**config.mk**
```make
export PLATFORM = sky130hd
export DESIGN_NAME = mem_stage
export DESIGN_NICKNAME = d
export VERILOG_FILES = /design/src/rtl/mem_stage_pkg.sv /design/src/rtl/mem_stage_lane_fmt.sv /design/src/rtl/mem_stage.sv
export SDC_FILE = /design/constraint.sdc
export NUM_CORES = 1
export LEC_CHECK = 0
export CORE_MARGIN = 10
export CORE_UTILIZATION = 35
export CTS_CLUSTER_DIAMETER = 200
export DETAILED_ROUTE_END_ITERATION = 12
export HOLD_SLACK_MARGIN = 0.03
export PLACE_DENSITY_LB_ADDON = 0.25
export SYNTH_ARGS = -nofsm -noshare
export SYNTH_HDL_FRONTEND = slang
export SYNTH_SLANG_ARGS = --single-unit
```
**constraint.sdc**
```tcl
create_clock -name clk -period 2.4 [get_ports clk]
set_input_delay 0.24 -clock clk [delete_from_list [all_inputs] [get_ports clk]]
set_output_delay 0.24 -clock clk [all_outputs]
set_load 0.02 [all_outputs]
```
**src/rtl/mem_stage_pkg.sv**
```systemverilog
// Shared definitions for the memory-access stage: widths, stall codes,
// memory aluop encodings and small opcode classifiers.
package mem_stage_pkg;

    localparam int RegAddrBus = 5;
    localparam int RegBus     = 32;
    localparam int AluOpBus   = 8;

    localparam logic Stop   = 1'b1;
    localparam logic NoStop = 1'b0;

    localparam logic [RegBus-1:0] ZeroWord = '0;

    localparam logic [AluOpBus-1:0] EXE_LB_OP  = 8'b1110_0000;
    localparam logic [AluOpBus-1:0] EXE_LBU_OP = 8'b1110_0100;
    localparam logic [AluOpBus-1:0] EXE_LH_OP  = 8'b1110_0001;
    localparam logic [AluOpBus-1:0] EXE_LHU_OP = 8'b1110_0101;
    localparam logic [AluOpBus-1:0] EXE_LW_OP  = 8'b1110_0011;
    localparam logic [AluOpBus-1:0] EXE_LL_OP  = 8'b1111_0000;
    localparam logic [AluOpBus-1:0] EXE_SB_OP  = 8'b1110_1000;
    localparam logic [AluOpBus-1:0] EXE_SH_OP  = 8'b1110_1001;
    localparam logic [AluOpBus-1:0] EXE_SW_OP  = 8'b1110_1011;
    localparam logic [AluOpBus-1:0] EXE_SC_OP  = 8'b1111_1000;

    typedef enum logic [1:0] {
        ST_IDLE,
        ST_BUSY,
        ST_DONE
    } mem_state_e;

    typedef enum logic [1:0] {
        SZ_NONE,
        SZ_BYTE,
        SZ_HALF,
        SZ_WORD
    } mem_size_e;

    // SZ_NONE doubles as "not a memory operation".
    function automatic mem_size_e op_size(input logic [AluOpBus-1:0] op);
        mem_size_e sz;
        case (op)
            EXE_LB_OP, EXE_LBU_OP, EXE_SB_OP:            sz = SZ_BYTE;
            EXE_LH_OP, EXE_LHU_OP, EXE_SH_OP:            sz = SZ_HALF;
            EXE_LW_OP, EXE_LL_OP, EXE_SW_OP, EXE_SC_OP:  sz = SZ_WORD;
            default:                                     sz = SZ_NONE;
        endcase
        return sz;
    endfunction

    function automatic logic op_is_store(input logic [AluOpBus-1:0] op);
        return (op == EXE_SB_OP) || (op == EXE_SH_OP) ||
               (op == EXE_SW_OP) || (op == EXE_SC_OP);
    endfunction

    function automatic logic op_is_signed(input logic [AluOpBus-1:0] op);
        return (op == EXE_LB_OP) || (op == EXE_LH_OP);
    endfunction

endpackage

```
**src/rtl/mem_stage_lane_fmt.sv**
```systemverilog
// Combinational byte-lane logic: big-endian select/replication for requests
// and lane extraction with sign/zero extension for returned read data.
module mem_lane_fmt
    import mem_stage_pkg::*;
(
    input  logic [AluOpBus-1:0] req_op_i,
    input  logic [1:0]          req_off_i,
    input  logic [RegBus-1:0]   req_src_i,
    output logic [3:0]          req_sel_o,
    output logic [RegBus-1:0]   req_data_o,
    output logic                req_misalign_o,
    input  logic [AluOpBus-1:0] rsp_op_i,
    input  logic [1:0]          rsp_off_i,
    input  logic [RegBus-1:0]   rsp_raw_i,
    output logic [RegBus-1:0]   rsp_data_o
);

    logic [7:0]  rsp_byte [4];
    logic [7:0]  sel_byte;
    logic [15:0] sel_half;

    genvar gi;
    generate
        for (gi = 0; gi < 4; gi++) begin : g_lane
            assign rsp_byte[gi] = rsp_raw_i[8*gi +: 8];
        end
    endgenerate

    always_comb begin
        req_sel_o      = 4'b0000;
        req_data_o     = req_src_i;
        req_misalign_o = 1'b0;
        case (op_size(req_op_i))
            SZ_BYTE: begin
                req_sel_o  = 4'b1000 >> req_off_i;
                req_data_o = {4{req_src_i[7:0]}};
            end
            SZ_HALF: begin
                req_sel_o      = req_off_i[1] ? 4'b0011 : 4'b1100;
                req_data_o     = {2{req_src_i[15:0]}};
                req_misalign_o = req_off_i[0];
            end
            SZ_WORD: begin
                req_sel_o      = 4'b1111;
                req_misalign_o = |req_off_i;
            end
            default: req_sel_o = 4'b0000;
        endcase
    end

    // Offset 00 is the most significant byte, hence the inverted lane index.
    always_comb begin
        sel_byte   = rsp_byte[~rsp_off_i];
        sel_half   = rsp_off_i[1] ? rsp_raw_i[15:0] : rsp_raw_i[31:16];
        rsp_data_o = rsp_raw_i;
        case (op_size(rsp_op_i))
            SZ_BYTE: rsp_data_o = {{24{op_is_signed(rsp_op_i) & sel_byte[7]}}, sel_byte};
            SZ_HALF: rsp_data_o = {{16{op_is_signed(rsp_op_i) & sel_half[15]}}, sel_half};
            default: rsp_data_o = rsp_raw_i;
        endcase
    end

endmodule

```
**src/rtl/mem_stage.sv**
```systemverilog
// Memory-access pipeline stage: bus master FSM with stall requests,
// misalignment detection and LL/SC link tracking.
module mem_stage
    import mem_stage_pkg::*;
(
    input  logic                  clk,
    input  logic                  rst,
    input  logic [RegAddrBus-1:0] wd_i,
    input  logic                  wreg_i,
    input  logic [RegBus-1:0]     wdata_i,
    input  logic                  whilo_i,
    input  logic [RegBus-1:0]     hi_i,
    input  logic [RegBus-1:0]     lo_i,
    input  logic [AluOpBus-1:0]   aluop_i,
    input  logic [RegBus-1:0]     mem_addr_i,
    input  logic [RegBus-1:0]     reg2_i,
    input  logic                  flush_i,
    output logic [RegAddrBus-1:0] wd_o,
    output logic                  wreg_o,
    output logic [RegBus-1:0]     wdata_o,
    output logic                  whilo_o,
    output logic [RegBus-1:0]     hi_o,
    output logic [RegBus-1:0]     lo_o,
    output logic [RegBus-1:0]     bus_addr_o,
    output logic [RegBus-1:0]     bus_data_o,
    output logic [3:0]            bus_sel_o,
    output logic                  bus_we_o,
    output logic                  bus_stb_o,
    input  logic [RegBus-1:0]     bus_data_i,
    input  logic                  bus_ack_i,
    output logic                  stallreq_o,
    output logic                  misalign_o
);

    mem_state_e          state_q, state_d;
    logic                llbit_q, llbit_d;
    logic                flushed_q, flushed_d;
    logic [RegBus-1:0]   rdata_q, rdata_d;
    logic [RegBus-1:0]   req_addr_q, req_addr_d;
    logic [RegBus-1:0]   req_data_q, req_data_d;
    logic [3:0]          req_sel_q, req_sel_d;
    logic                req_we_q, req_we_d;
    logic [AluOpBus-1:0] req_op_q, req_op_d;
    logic [1:0]          req_off_q, req_off_d;

    logic [3:0]          lane_sel;
    logic [RegBus-1:0]   lane_wdata;
    logic                lane_misalign;
    logic [RegBus-1:0]   fmt_rdata;
    logic                mem_op;
    logic                sc_fail;
    logic                busy_squashed;

    mem_lane_fmt u_lane_fmt (
        .req_op_i       (aluop_i),
        .req_off_i      (mem_addr_i[1:0]),
        .req_src_i      (reg2_i),
        .req_sel_o      (lane_sel),
        .req_data_o     (lane_wdata),
        .req_misalign_o (lane_misalign),
        .rsp_op_i       (req_op_q),
        .rsp_off_i      (req_off_q),
        .rsp_raw_i      (rdata_q),
        .rsp_data_o     (fmt_rdata)
    );

    assign mem_op        = (op_size(aluop_i) != SZ_NONE);
    assign sc_fail       = (aluop_i == EXE_SC_OP) && !llbit_q;
    assign busy_squashed = flushed_q || flush_i;

    always_ff @(posedge clk) begin
        if (rst) begin
            state_q    <= ST_IDLE;
            llbit_q    <= 1'b0;
            flushed_q  <= 1'b0;
            rdata_q    <= ZeroWord;
            req_addr_q <= ZeroWord;
            req_data_q <= ZeroWord;
            req_sel_q  <= 4'b0000;
            req_we_q   <= 1'b0;
            req_op_q   <= '0;
            req_off_q  <= 2'b00;
        end else begin
            state_q    <= state_d;
            llbit_q    <= llbit_d;
            flushed_q  <= flushed_d;
            rdata_q    <= rdata_d;
            req_addr_q <= req_addr_d;
            req_data_q <= req_data_d;
            req_sel_q  <= req_sel_d;
            req_we_q   <= req_we_d;
            req_op_q   <= req_op_d;
            req_off_q  <= req_off_d;
        end
    end

    always_comb begin
        state_d    = state_q;
        llbit_d    = llbit_q;
        flushed_d  = flushed_q;
        rdata_d    = rdata_q;
        req_addr_d = req_addr_q;
        req_data_d = req_data_q;
        req_sel_d  = req_sel_q;
        req_we_d   = req_we_q;
        req_op_d   = req_op_q;
        req_off_d  = req_off_q;

        wd_o       = wd_i;
        wreg_o     = wreg_i;
        wdata_o    = wdata_i;
        whilo_o    = whilo_i;
        hi_o       = hi_i;
        lo_o       = lo_i;
        bus_addr_o = ZeroWord;
        bus_data_o = ZeroWord;
        bus_sel_o  = 4'b0000;
        bus_we_o   = 1'b0;
        bus_stb_o  = 1'b0;
        stallreq_o = NoStop;
        misalign_o = 1'b0;

        case (state_q)
            ST_IDLE: begin
                if (flush_i) llbit_d = 1'b0;
                if (mem_op) begin
                    wreg_o = 1'b0;
                    if (!flush_i) begin
                        if (lane_misalign) begin
                            misalign_o = 1'b1;
                        end else if (sc_fail) begin
                            wdata_o = ZeroWord;
                            wreg_o  = wreg_i;
                        end else begin
                            stallreq_o = Stop;
                            state_d    = ST_BUSY;
                            req_addr_d = {mem_addr_i[RegBus-1:2], 2'b00};
                            req_data_d = lane_wdata;
                            req_sel_d  = lane_sel;
                            req_we_d   = op_is_store(aluop_i);
                            req_op_d   = aluop_i;
                            req_off_d  = mem_addr_i[1:0];
                        end
                    end
                end
            end
            ST_BUSY: begin
                bus_addr_o = req_addr_q;
                bus_data_o = req_data_q;
                bus_sel_o  = req_sel_q;
                bus_we_o   = req_we_q;
                bus_stb_o  = 1'b1;
                if (mem_op) wreg_o = 1'b0;
                if (!busy_squashed) stallreq_o = Stop;
                if (flush_i) flushed_d = 1'b1;
                // A flushed access still runs to its ack so the bus sees a clean handshake.
                if (bus_ack_i) begin
                    rdata_d   = bus_data_i;
                    flushed_d = 1'b0;
                    if (busy_squashed) state_d = ST_IDLE;
                    else               state_d = ST_DONE;
                end
            end
            ST_DONE: begin
                state_d = ST_IDLE;
                if (flush_i) begin
                    wreg_o  = 1'b0;
                    llbit_d = 1'b0;
                end else if (op_is_store(req_op_q)) begin
                    wreg_o = 1'b0;
                    if (req_op_q == EXE_SC_OP) begin
                        wdata_o = {{(RegBus-1){1'b0}}, 1'b1};
                        wreg_o  = wreg_i;
                        llbit_d = 1'b0;
                    end
                end else begin
                    wdata_o = fmt_rdata;
                    wreg_o  = wreg_i;
                    if (req_op_q == EXE_LL_OP) llbit_d = 1'b1;
                end
            end
            default: state_d = ST_IDLE;
        endcase

        if (rst) begin
            wd_o       = '0;
            wreg_o     = 1'b0;
            wdata_o    = ZeroWord;
            whilo_o    = 1'b0;
            hi_o       = ZeroWord;
            lo_o       = ZeroWord;
            bus_addr_o = ZeroWord;
            bus_data_o = ZeroWord;
            bus_sel_o  = 4'b0000;
            bus_we_o   = 1'b0;
            bus_stb_o  = 1'b0;
            stallreq_o = NoStop;
            misalign_o = 1'b0;
        end
    end

endmodule

```
[After elaboration in Yosys (flattened, before gate mapping)]
Cells that the tools add are included.
Storage, ports and cells
  register bits: 113
  input port bits: 211
  logic and storage cells: 151
  output and inout bits: 175
Operators by class
  shifts and indexed selects: 1
  equal/unequal tests: 35
  mux-type cells: 71
  reduce and logical (&&, ||, !) cells: 26
  order comparisons: 1
  bitwise operators: 7
Operator list (count)
  32-bit 2-to-1 mux: 14
  32-bit case mux with 2 select lines: 3
  8-bit equality test (second input constant): 20
  1-bit 2-to-1 mux: 32
  8-bit binary-select mux with 2-bit select: 1
  16-bit 2-to-1 mux: 1
  8-bit 2-to-1 mux: 2
  2-bit 2-to-1 mux: 6
  4-bit 2-to-1 mux: 3
  2-bit != test (second input constant): 6
  2-bit case mux with 3 select lines: 2
  4-bit case mux with 3 select lines: 1
  3-bit OR reduction: 4
  5-bit AND reduction: 2
  2-bit equality test (second input constant): 4
  1-bit logical OR: 8
  4-bit != test (second input constant): 2
  4-bit OR reduction: 2
  2-bit by 1-bit equality test with 1-bit output (second input constant): 3
  1-bit case mux with 2 select lines: 3
  2-bit nonzero test: 3
  5-bit 2-to-1 mux: 1
  2-bit case mux with 2 select lines: 1
  2-bit AND reduction: 2
  12 further kinds: 15

[Longest topological paths before layout]
Gate-level depths: netlist (run 1).
  depth after elaboration: 11
  mapped depth: 12
  depth with buffers taken out: 11

[Cells and area by module]
Synthesis (run 1) repeated with hierarchy kept, for this count alone.
Second synthesis, totals
  cell total of the unflattened synthesis: 1014
  area total of the unflattened synthesis: 7656.1 µm²
Modules (own cells, without submodules)
  mem_stage: cells an instance 777, sequential area each 2262.2 µm², area each 6028.3 µm², instances 1
  mem_lane_fmt: cells an instance 237, sequential area each 0.0 µm², area each 1627.8 µm², instances 1

[Worst setup path after synthesis (run 1)]
OpenSTA, ideal clock, no wires.
  path type: register to output
  start point: reg req_op_q[4]
  end point: out wdata_o[1]
  data required time: 2160 ps
  stages on the path, launching flop included: 12
  setup slack: -290 ps
  path buffers: 2
  data arrival time: 2450 ps
  cells stage by stage: dfxtp_1 inv_1 nor4_1 a31oi_1 or2_2 ha_1 inv_1 clkbuf_1 and3_1 buf_2 a22oi_1 a21oi_1
On the way
  cells in the longest elaborated chain, start to end: 9
  elaborated cells between the ends (all ways): 25
  those cells by class: 12 x eq/ne; 7 x mux; 6 x reduce/logical
RTL lines
  from (decl): line mem_stage.sv:43  | logic [AluOpBus-1:0] req_op_q, req_op_d;
  from (signal assigned): line mem_stage.sv:92  | req_op_q <= req_op_d;
  8-bit equality test, on equally long branches
  4-bit OR reduction / 3-bit OR reduction (equally long branches): line mem_stage_pkg.sv:41  | case (op)
  2-bit case mux with 3 select lines: line mem_stage_pkg.sv:41
  2-bit equality test / 2-bit by 1-bit equality test with 1-bit output (equally long branches): line mem_stage_lane_fmt.sv:56  | case (op_size(rsp_op_i))
  32-bit case mux with 2 select lines: line mem_stage_lane_fmt.sv:56
  32-bit 2-to-1 mux *: line mem_stage.sv:169  | end else if (op_is_store(req_op_q)) begin
  32-bit 2-to-1 mux *: line mem_stage.sv:166  | if (flush_i) begin
  32-bit case mux with 2 select lines *: line mem_stage.sv:123  | case (state_q)
  32-bit 2-to-1 mux *: line mem_stage.sv:185  | if (rst) begin
  to (decl): line mem_stage.sv:20  | output logic [RegBus-1:0] wdata_o,
Mark *: on every way between the ends. The rest lies on a longest branch, timed or not.

[Final worst setup path (run 1)]
  start point: reg req_op_q[4]
  end point: out wdata_o[24]
On the way
  cells in the longest elaborated chain, start to end: 9
  elaborated cells between the ends (all ways): 28
  those cells by class: 12 x eq/ne; 7 x mux; 2 x bitwise; 7 x reduce/logical
RTL lines (line)
  8-bit equality test, on equally long branches
  4-bit OR reduction / 3-bit OR reduction (equally long branches): mem_stage_pkg.sv:41
  2-bit case mux with 3 select lines: mem_stage_pkg.sv:41
  2-bit equality test / 2-bit by 1-bit equality test with 1-bit output (equally long branches): mem_stage_lane_fmt.sv:56
  32-bit case mux with 2 select lines: mem_stage_lane_fmt.sv:56
  32-bit 2-to-1 mux *: mem_stage.sv:169
  32-bit 2-to-1 mux *: mem_stage.sv:166
  32-bit case mux with 2 select lines *: mem_stage.sv:123
  32-bit 2-to-1 mux *: mem_stage.sv:185
Marks and branches as above.

==> impl_results.md, run 1 <==
* Insertion delay to the later sink of the worst-skew pair at around 0.41 ns
* Internal power contribution at about 4.1 mW
* Critical path type: reg -> out
* Proportion of synthesized area in mux cells at 1.639%
* CP peak stage delay at 0.35 ns
* Run status: finished, violations left
* DP HPWL at roughly 24,000 µm
* Total of fill cells in the finished design at between 1,500 and 2,000
* Count of buffer and inverter cells on the critical path at 3
* Area of the placeable core at between 15,000 and 20,000 µm²
* Area growth from synthesis to layout at 88.53%
* Chip width at about 160 µm
* Pin count of the biggest net entering global routing at between 100 and 150
* Net switching power of the design at 1.351 mW
* PD cells at approximately 430 nW/µm²
* Critical register-to-register path endpoint: req_addr_q[4]
* Syn Area/Cell at ~7.2 µm²
* Root buffer cell: clkbuf_16
* Main combinational cell family by area after synthesis: compound AO/OA/AOI/OAI gates
* Final-stage net count at around 1,600
* Start of the worst register-to-register path: llbit_q
* Share of post-route cells with drive strength above 1 at about a quarter
* Xor and xnor area share after synthesis at 0%
* Hold-fix buffer count after cts at 0
* Sequential cell area fraction in the yosys report at between 30% and 40%
* Category of cells accounting for the largest share of critical-path delay: compound AO/OA/AOI/OAI gates
* Min-Delay Path Depth at 2
* Number of synthesized register bits at between 100 and 150
* Worst min-delay path category: in -> reg
* Setup repair after global routing missed its margin: true
* Clock Sink Count at approximately 110
* Top-Level Pins at between 300 and 400
* Final worst-path cycle share at 127.5%
* Die footprint at 25,140 µm²
* Worst slew margin relative to its limit at approximately 66%
* CTS HTree Levels at 4
* Fraction of power spent switching nets at 24.65%
* Mean number of vias per cell at around 5.5
* Residual antenna-violating net count after detailed routing at 0
* Count of endpoints failing hold in the final timing report at 0
* Number of cells on the worst reg-to-reg path at 8
* Gate power share at between 10% and 20%
* Total of endpoints with negative setup slack in the final report at 32
* Detailed-routing iteration count for the pre-antenna-repair pass at 6
* Count of maximum capacitance violations at 0
* Minimum setup slack among reg-to-reg paths at ~0.46 ns
* FFs w/ async S/R, synth at 0%
* Port Buf Inserts at 383
* DRC violations left at 0
* Main flop type after synthesis: dfxtp_1
* Ordered cell list for the critical path: buf_6, nor4bb_4, a21oi_2, nor2_2, ha_4, nand2b_4, o22a_4, a221oi_4, buf_12, o21ai_4, a21oi_2, buf_6
* Total routing usage reported by global routing at between 20 and 25%
* Startpoint type of the worst setup path: flop
* Part of the total power dissipated in the clock network at a little under half
* Highest net fanout along the worst path at 8
* Peak supply drop at 0.3892 mV
* Via count of the first global-routing pass at about 8,600
* CTS max path bufs at 2
* Signal arrival time at the worst endpoint at between 2 and 3 ns
* Slowest CP cell: a221oi_4
* Violated checks: setup timing
* Required @ worst endpoint at 2.16 ns
* TritonCTS Buffers at 17
* Count of cell types in the netlist at 49
* Filler-free cell count of the finished design at about 1,600
* Register share of total power at between 30% and 40%
* Static Leak at approximately 5 nW
* TritonCTS clock tree: built
* Routed WL at between 30,000 and 40,000 µm
* First-pass GRT wire length at about 49,000 µm
* Core utilization of the finished layout at between 60% and 70%
* Placer Congestion at slightly above 0.9
* Critical Path Sink Type: primary output
* Initial drt markers at between 600 and 700
* Number of flops mapped to enable cells by yosys at 0
* Yosys warning count at 0
* Number of rows in the core area at 50
* Count of vias placed by the detailed router at 8,825
* Final worst path period need at ~3.1 ns
* Area share of fa/ha/maj cells after synthesis at between 1 and 1.5%
* Clk pin slew, worst setup/hold paths at approximately 0.06 ns
* End point of the most critical hold path: rdata_q[6]
* Complex-gate fraction of the synthesized area at between 20% and 30%
* Gr ovfl total at 0
* Transition time at the pin with the least slew margin at slightly above 0.5 ns
* Post-route worst setup slack at -0.6607 ns
* Launch instance of the worst min-delay path: rst
* WL/cell at roughly 21 µm
* Maximum clock skew at final layout at ~0.010 ns
* Synthesized area at around 6700 µm²
* Synth Instances at 932
* Initial Util at a little over a third
* Fraction of the mapped netlist area in simple logic gates at 28.03%
* Number of cells in the design after placement at 1,541
* Number of max-slew violations in the final report at 0
* Maximum frequency from static timing analysis at about 330 MHz
* Die Height at roughly 160 µm
* Antenna violations before repair at 3
-- area by class of cell --
cell class | count | area [µm²] | share of cell area (%)
Timing Repair Buffer | 498 | 4787 | 37.79
Multi-Input combinational cell | 707 | 4652 | 36.72
Sequential cell | 113 | 2275 | 17.96
Clock buffer | 19 | 442.9 | 3.497
Tap cell | 234 | 292.8 | 2.311
Clock inverter | 11 | 140.1 | 1.106
Inverter | 14 | 62.56 | 0.4939
Antenna cell | 6 | 15.01 | 0.1185
-- cells in the mapped netlist, types with 2 or more instances --
cell type / count / area [µm²]
a21oi_1: 140 / 700.7
dfxtp_1: 113 / 2262
nand2_1: 95 / 356.6
o21ai_0: 93 / 465.5
clkbuf_1: 85 / 319.1
nor2b_1: 74 / 462.9
and3_1: 71 / 444.2
nand3_1: 63 / 315.3
o21ai_1: 28 / 140.1
o211ai_1: 17 / 127.6
a22oi_1: 15 / 112.6
inv_1: 14 / 52.55
nand2b_1: 12 / 75.07
nor2_1: 11 / 41.29
nor3_1: 9 / 45.04
a311oi_1: 8 / 70.07
buf_2: 8 / 40.04
mux2_2: 8 / 90.09
o2bb2ai_1: 8 / 70.07
a22o_1: 7 / 61.31
ha_1: 7 / 87.58
a32o_1: 3 / 30.03
and2_1: 3 / 18.77
buf_1: 3 / 11.26
buf_4: 3 / 22.52
or4_1: 3 / 22.52
a21o_1: 2 / 15.01
a31oi_1: 2 / 12.51
a32oi_1: 2 / 17.52
mux2i_1: 2 / 20.02
nand4_1: 2 / 12.51
nor4_1: 2 / 12.51
nor4b_1: 2 / 17.52
or2_2: 2 / 12.51
-- cells in the final DEF, fill, tap and decap left out, types with 8 or more instances in the layout --
cell / count
o211ai_1: 17
and3_1: 67
a22oi_1: 8
nand2_1: 91
o2bb2ai_2: 8
a21oi_1: 109
o21ai_2: 15
buf_4: 92
nand2b_1: 10
nor2b_1: 72
clkbuf_2: 22
mux2_2: 8
dfxtp_1: 109
buf_6: 48
o21ai_1: 11
clkbuf_16: 17
dlygate4sd2_1: 45
a21oi_2: 29
nand3_1: 60
o21ai_0: 88
a311oi_1: 8
clkdlybuf4s50_1: 271
buf_12: 10
-- worst max path at each step --
| stage | startpoint | end | slack [ns] | cells past startpoint |
|---|---|---|---|---|
| after floorplan | req_op_q[4] | wdata_o[28] | 0.001 | 10 |
| after global placement | aluop_i[0] | wdata_o[11] | -1.03 | 13 |
| after detailed placement | aluop_i[0] | wdata_o[10] | -1.15 | 13 |
| after CTS | req_op_q[4] | wdata_o[22] | -0.66 | 13 |
| after global routing | req_op_q[0] | wdata_o[0] | -0.76 | 12 |
| final | req_op_q[4] | wdata_o[24] | -0.66 | 12 |
-- per-stage QoR --
stage / worst slack (ns) / setup TNS (ns) / power [mW] / instance area, µm² / hold slack [ns]
after floorplan: 0.001427 / 0 / 2.325 / 6929 / 0.3760
after global placement: -1.034 / -75.61 / 2.955 / 11420 / 0.4417
after detailed placement: -1.154 / -85.94 / 2.966 / 11420 / 0.4507
after CTS: -0.6638 / -18.30 / 5.487 / 12410 / 0.06493
after global routing: -0.7598 / -21.52 / 5.668 / 12660 / 0.06124
final: -0.6607 / -18.40 / 5.483 / 12670 / 0.07803
-- timing repair --
| item | in CTS | in global routing |
|---|---|---|
| gates resized for setup | 349 | 119 |
| cloned | 3 | 0 |
| setup endpoints to repair | 180 | 69 |
| pin swaps | 37 | 40 |
| setup buffers | 17 | 8 |
-- kinds of logic after synthesis --
| kind of cell | after synthesis |
|---|---|
| compound gates | 334 |
| fa+ha+maj | 7 |
| buf+inv | 113 |
| flops | 113 |
| mux | 10 |
| other cells | 1 |
| simple gates | 354 |
-- power groups by stage --
stage,clock network [mW],registers [mW],logic [mW]
6_report,2.52,1.91,1.05
5_1_grt,2.64,1.91,1.12
4_1_cts,2.54,1.91,1.03
3_5_place_dp,0,1.95,1.02
3_3_place_gp,0,1.95,1.01
2_1_floorplan,0,1.95,0.379
-- registers in the layout, indices dropped and copies added, names as in the netlist --
register / count
req_op_q: 8
req_off_q: 2
flushed_q: 1
req_addr_q: 30
req_data_q: 32
req_sel_q: 4
llbit_q: 1
state_q: 2
rdata_q: 32
req_we_q: 1
-- metal layers --
metal  GRT usage [%]  vias up  wire [µm]
met4           10.72        2       1270
met5               0        -         26
met3           7.771       85       2980
met1           27.57     4131      12150
li1                -     4165          -
met2           41.43      442      16730
-- worst register-to-register path, stage by stage, from the launching register on --
cell	delay, ns
dfxtp_1	0.33
nor4b_2	0.30
buf_4	0.16
nand3_2	0.11
buf_4	0.17
nand2_2	0.18
buf_4	0.32
o21ai_0	0.15
a21oi_1	0.16
No activity file was read; power rests on OpenSTA's default activity.
==> run 2, diff against run 1 <==
CORE_AREA = 10 10 141 143   (was unset)
CORE_MARGIN = unset   (was 10)
CORE_UTILIZATION = unset   (was 35)
DIE_AREA = 0 0 151 153   (was unset)
DONT_BUFFER_PORTS = 1   (was unset)
==> run 2 against run 1 <==
Net effect: the flow still finishes with violations (setup timing); worst setup slack improved by 0.041 ns; combinational power decreased by 38%; highest routed layer is now met4; global-route usage decreased by 0.12 points; cell area decreased by 23%; clock-buffer cell count unchanged; clock skew about the same; via count decreased by 13%; clock power increased by 5%.
==> impl_results.md, run 2 (synthesis results as in run 1) <==
* Number of rows in the core area at 48
* Root buffer cell: clkbuf_16
* Final worst path period need at approximately 3 ns
* Insertion delay to the later sink of the worst-skew pair at between 0.4 and 0.5 ns
* Critical path's most frequent cell: a21oi_2
* Total of endpoints with negative setup slack in the final report at 32
* CTS HTree Levels at 4
* Die Height at ~150 µm
* DRC violations left at 0
* Area growth from synthesis to layout at 45.31%
* Worst min-delay path category: in -> reg
* Required @ worst endpoint at ~2.2 ns
* Total routing usage reported by global routing at around 24%
* Critical path launch point: req_op_q[0]
* Worst slew margin relative to its limit at a little under two thirds
* Area of the placeable core at between 15,000 and 20,000 µm²
* DP HPWL at approximately 20,000 µm
* Residual antenna-violating net count after detailed routing at 0
* CP peak stage delay at ~0.38 ns
* Most common library cell in the layout ignoring fill and taps: a21oi_1
* Worst setup slack before clock tree synthesis at -0.2509 ns
* Routed WL at 30,240 µm
* Commonest non-fill, non-tap cells in the layout: a21oi_1, dfxtp_1, dlygate4sd3_1
* Count of maximum capacitance violations at 0
* Signal arrival time at the worst endpoint at ~2.8 ns
* Startpoint type of the worst setup path: flop
* Via count of the first global-routing pass at between 7,000 and 8,000
* Share of post-route cells with drive strength above 1 at 21.56%
* PD cells at ~530 nW/µm²
* Final design area excluding fillers at 9763 µm²
* Count of endpoints failing hold in the final timing report at 0
* Setup repair after global routing missed its margin: true
* Die footprint at approximately 23,000 µm²
* Setup_tns at -16.33 ns
* Start of the worst register-to-register path: llbit_q
* Critical Path Sink Type: primary output
* Top-Level Pins at 386
* Storage element area at 2272 µm²
* Clk pin slew, worst setup/hold paths at approximately 0.060 ns
* Detailed-routing iteration count for the pre-antenna-repair pass at 5
* Peak supply drop at just under 0.5 mV
* Highest net fanout along the worst path at 6
* Chip width at ~150 µm
* Top Registers: rdata_q x32, req_data_q x32, req_addr_q x30
* Total of fill cells in the finished design at between 1,500 and 2,000
* Final-stage net count at 1,268
* CTS max path bufs at 2
* First-pass GRT wire length at between 40,000 and 50,000 µm
* Run status: finished, violations left
* Clock Sink Count at 113
* Pin count of the biggest net entering global routing at 96
* TritonCTS Buffers at 17
* Area used by multi-input combinational logic at 4599 µm²
* Initial drt markers at 595
* Count of vias placed by the detailed router at just under 8,000
* Slowest CP cell: dfxtp_4
* Number of cells in the design after placement at approximately 1,100
* Number of max-slew violations in the final report at 0
* Static Leak at around 3.6 nW
* Placer Congestion at 0.8360
* Final worst-path cycle share at 125.8%
* Antenna violations before repair at 3
* Port Buf Inserts at 0
* Core utilization of the finished layout at between 50% and 60%
* Worst Hold Slack at 0.02838 ns
* Maximum clock skew at final layout at 0.01075 ns
* Ordered cell list for the critical path: nor4bb_4, a21oi_2, nor2_2, ha_4, nand2b_1, o22a_2, a221oi_4, buf_12, o21ai_4, a21oi_2, buf_6
* Pwr Total at ~5.2 mW
* WL/cell at roughly 23 µm
* Critical path type: reg -> out
* Gr ovfl total at 0
* Mean number of vias per cell at ~6.0
* Maximum frequency from static timing analysis at approximately 330 MHz
* Transition time at the pin with the least slew margin at between 0.5 and 0.6 ns
* Launch instance of the worst min-delay path: reg2_i[15]
* Filler-free cell count of the finished design at approximately 1,300
* Initial Util at 39.39%
* Instance area after placement at 7488 µm²
* Violated checks: setup timing
* Post-route worst setup slack at -0.6197 ns
* TritonCTS clock tree: built
## run 2: changes by cell type in the layout (fill, tap and decap cells not counted), sizes merged
cell / delta
clkdlybuf4s50: -271
dlygate4sd3: +106
buf: -62
dlygate4sd2: -45
clkbuf: -22
diode: -4
dlymetal6s2s: -3
bufbuf: -2
clkdlybuf4s15: -2
inv: +2
clkinvlp: -1
## run 2: layer usage
layer / wire length (µm) / GRT usage, % / part of all wire (%)
met1: 11550 / 27.66 / 38
met3: 2625 / 8.119 / 8.7
met5: 0 / 0 / 0
met2: 15170 / 41.22 / 50
met4: 896 / 8.712 / 3.0
## run 2: area by class of cell
| type | count | area share (%) |
|---|---|---|
| multi-input cells | 707 | 47.11 |
| repair buffers | 197 | 19.84 |
| clock inverters | 12 | 1.615 |
| well taps | 225 | 2.884 |
| inverters | 14 | 0.5895 |
| diodes | 2 | 0.05126 |
| flip-flops and latches | 113 | 23.27 |
| clock buffers | 19 | 4.639 |
## run 2: path summary, 6_finish.rpt
kind | end | slack (ns) | cells after the start
worst min-delay path | req_data_q[15] | 0.03 | 2
worst max-delay path | wdata_o[24] | -0.62 | 11
worst min register to register | rdata_q[6] | 0.46 | 2
worst max register to register | req_addr_q[17] | 0.54 | 6
## run 2: critical path, delay by kind of cell, from the launching register on
| kind | cells | cell delay [ns] |
|---|---|---|
| AO/OA/AOI/OAI | 5 | 0.94 |
| adder cells (fa/ha/maj) | 1 | 0.17 |
| buffers and inverters | 2 | 0.33 |
| flip-flops | 1 | 0.38 |
| AND/OR/NAND/NOR | 3 | 0.54 |
## run 2: timing repair
action,4_1_cts,5_1_grt
endpoints found under the hold margin,110,0
setup buffers,6,7
pin swaps,31,25
gates cloned,1,0
setup endpoints to repair,32,35
resized for setup,68,37
hold buffers,107,0
## run 2: report_power, final
| part | internal, mW | switching (mW) |
|---|---|---|
| logic | 0.277 | 0.378 |
| clock network | 1.68 | 0.957 |
| registers | 1.90 | 0.0144 |
| total | 3.86 | 1.35 |
==> run 3, diff against run 2 <==
CORE_AREA = 5 5 148 150   (was 10 10 141 143)
CTS_BUF_LIST = sky130_fd_sc_hd__clkbuf_4   (was unset)
DIE_AREA = 0 0 153 155   (was 0 0 151 153)
==> run 3 against run 2 <==
Net effect: the run still ends with setup timing left; worst setup slack worse by 0.077 ns; clock power down 42%; combinational power up 2%; highest routed layer unchanged.
==> impl_results.md, run 3 (synthesis results as in run 1) <==
* Total routing usage reported by global routing at between 20% and 30%
* Port Buf Inserts at 0
* Antenna violations before repair at 2
* Number of rows in the core area at between 50 and 60
* Most common library cell in the layout ignoring fill and taps: a21oi_1
* Maximum frequency from static timing analysis at approximately 320 MHz
* Count of buffer and inverter cells on the critical path at 5
* Count of endpoints failing hold in the final timing report at 0
* Total of endpoints with negative setup slack in the final report at 33
* Number of cells on the worst reg-to-reg path at 6
* Filler-free cell count of the finished design at 1,333
* CP peak stage delay at 0.36 ns
* Initial drt markers at about 510
* Maximum clock skew at final layout at roughly 0.018 ns
* Clock Sink Count at between 100 and 150
* Critical Path Sink Type: primary output
* CTS HTree Levels at 4
* Register share of total power at between 40 and 50%
* Setup_tns at -18.12 ns
* Setup repair after global routing missed its margin: true
* Number of max-slew violations in the final report at 0
* Core utilization of the finished layout at 46.34%
* Worst Hold Slack at between 0.1 and 0.15 ns
* WL/cell at around 22 µm
* Chip width at approximately 150 µm
* Transition time at the pin with the least slew margin at ~0.75 ns
* Min-Delay Path Depth at 3
* Via count of the first global-routing pass at about 7,500
* Area of the placeable core at around 21,000 µm²
* Clk pin slew, worst setup/hold paths at approximately 0.12 ns
* Post-route worst setup slack at -0.6972 ns
* Final-stage net count at roughly 1,300
* Startpoint type of the worst setup path: flop
* Root buffer cell: clkbuf_4
* Mean number of vias per cell at 5.713
* Final worst-path cycle share at 129.0%
* First-pass GRT wire length at ~43,000 µm
* Part of the total power dissipated in the clock network at between 30% and 40%
* Internal power contribution at about 2.9 mW
* Violated checks: setup timing
* TritonCTS clock tree: built
* Total of fill cells in the finished design at just over 2,000
* TritonCTS Buffers at 17
* Placer Congestion at between 0.8 and 0.9
* Top-Level Pins at about 390
* Top Registers: rdata_q x32, req_data_q x32, req_addr_q x30
* Gate power share at between 10% and 20%
* Count of vias placed by the detailed router at 7,615
* Routed WL at ~29,000 µm
* Final worst path period need at 3.097 ns
* Detailed-routing iteration count for the pre-antenna-repair pass at 5
* Peak supply drop at approximately 0.35 mV
* Category of cells accounting for the largest share of critical-path delay: compound AO/OA/AOI/OAI gates
* Ordered cell list for the critical path: buf_4, buf_4, nor2_1, a21oi_2, nor2_2, ha_4, nand2b_1, o22a_1, a221oi_4, buf_6, buf_12, o21ai_2, a21oi_2, buf_6
* Die Height at about 160 µm
* CTS max path bufs at 2
* DRC violations left at 0
* Worst slew margin relative to its limit at around 50%
* Insertion delay to the later sink of the worst-skew pair at about 0.52 ns
* DP HPWL at between 15,000 and 20,000 µm
* Area growth from synthesis to layout at 41.79%
* Gr ovfl total at 0
* Critical path type: reg -> out
* Die footprint at between 20,000 and 25,000 µm²
* Run status: finished, violations left
* Pwr Total at around 4.1 mW
* Share of post-route cells with drive strength above 1 at 20.85%
* Fraction of power spent switching nets at between 20% and 30%
* Number of gates on the worst path with buffers counted at 14
* Commonest non-fill, non-tap cells in the layout: a21oi_1, dfxtp_1, dlygate4sd3_1
* Count of maximum capacitance violations at 0
* Pin count of the biggest net entering global routing at roughly 110
* Residual antenna-violating net count after detailed routing at 0
* Required @ worst endpoint at around 2.2 ns
* Signal arrival time at the worst endpoint at ~2.9 ns
* Worst min-delay path category: in -> reg
* Net switching power of the design at between 1 and 1.5 mW
* Initial Util at between 30% and 40%
* Slowest CP cell: dfxtp_2
* PD cells at roughly 430 nW/µm²
* Highest net fanout along the worst path at 8
* Static Leak at 3.461 nW
* Number of cells in the design after placement at approximately 1,200
## run 3: changes by cell type in the layout (fill, tap and decap cells not counted), moves of 4 or more
cell,change
clkbuf_16,-17
clkbuf_4,+17
a21oi_1,-5
a21oi_4,+5
buf_6,-5
buf_4,-4
o2bb2ai_2,-4
o2bb2ai_4,+4
## run 3: cell type report
cell class | instances | area (µm²) | share of cell area, %
clock inverter | 15 | 167.7 | 1.760
inverter | 14 | 55.05 | 0.5779
antenna | 3 | 7.507 | 0.07880
timing repair buffer | 189 | 1883 | 19.77
clock buffer | 17 | 127.6 | 1.340
tap | 275 | 344.1 | 3.612
multi-input combinational | 707 | 4672 | 49.04
sequential | 113 | 2270 | 23.82
## run 3: worst paths after layout
check	startpoint	end	slack (ns)
worst min register to register	rdata_q[5]	rdata_q[5]	0.47
worst max-delay path	req_op_q[1]	wdata_o[31]	-0.70
worst min-delay path	aluop_i[3]	req_we_q	0.10
worst max register to register	state_q[0]	rdata_q[22]	0.31
## run 3: what timing repair did
| action | CTS | global route |
|---|---|---|
| setup endpoints to repair | 34 | 35 |
| gates cloned | 1 | 0 |
| hold endpoints to repair | 113 | 0 |
| hold buffers | 107 | 0 |
| gates resized for setup | 82 | 17 |
| setup buffers | 8 | 1 |
| pin swaps | 43 | 15 |
## run 3: power groups by stage
stage | logic (mW) | clock network [mW] | registers (mW)
after global placement | 0.432 | 0 | 1.95
after floorplan | 0.379 | 0 | 1.95
after CTS | 0.651 | 1.58 | 1.91
after detailed placement | 0.432 | 0 | 1.95
after global routing | 0.705 | 1.65 | 1.91
final | 0.667 | 1.52 | 1.91
## run 3: stage by stage
step | setup slack [ns] | cell area [µm²]
floorplan | 0.001427 | 6929
global placement | -0.1757 | 7526
detailed placement | -0.2206 | 7526
CTS | -0.7001 | 9428
global route | -0.8922 | 9524
finish | -0.6972 | 9527
## run 3: tightest hold or removal path, delay by kind of cell
kind	cells	cell delay, ns
simple gates	1	0.14
compound gates	2	0.20
## run 3: per-layer routing
layer  share of wire, %  GRT usage (%)
met2                 49          36.84
met3                7.5          6.537
met1                 42          29.40
met4                1.5          5.982
met5                  0              0
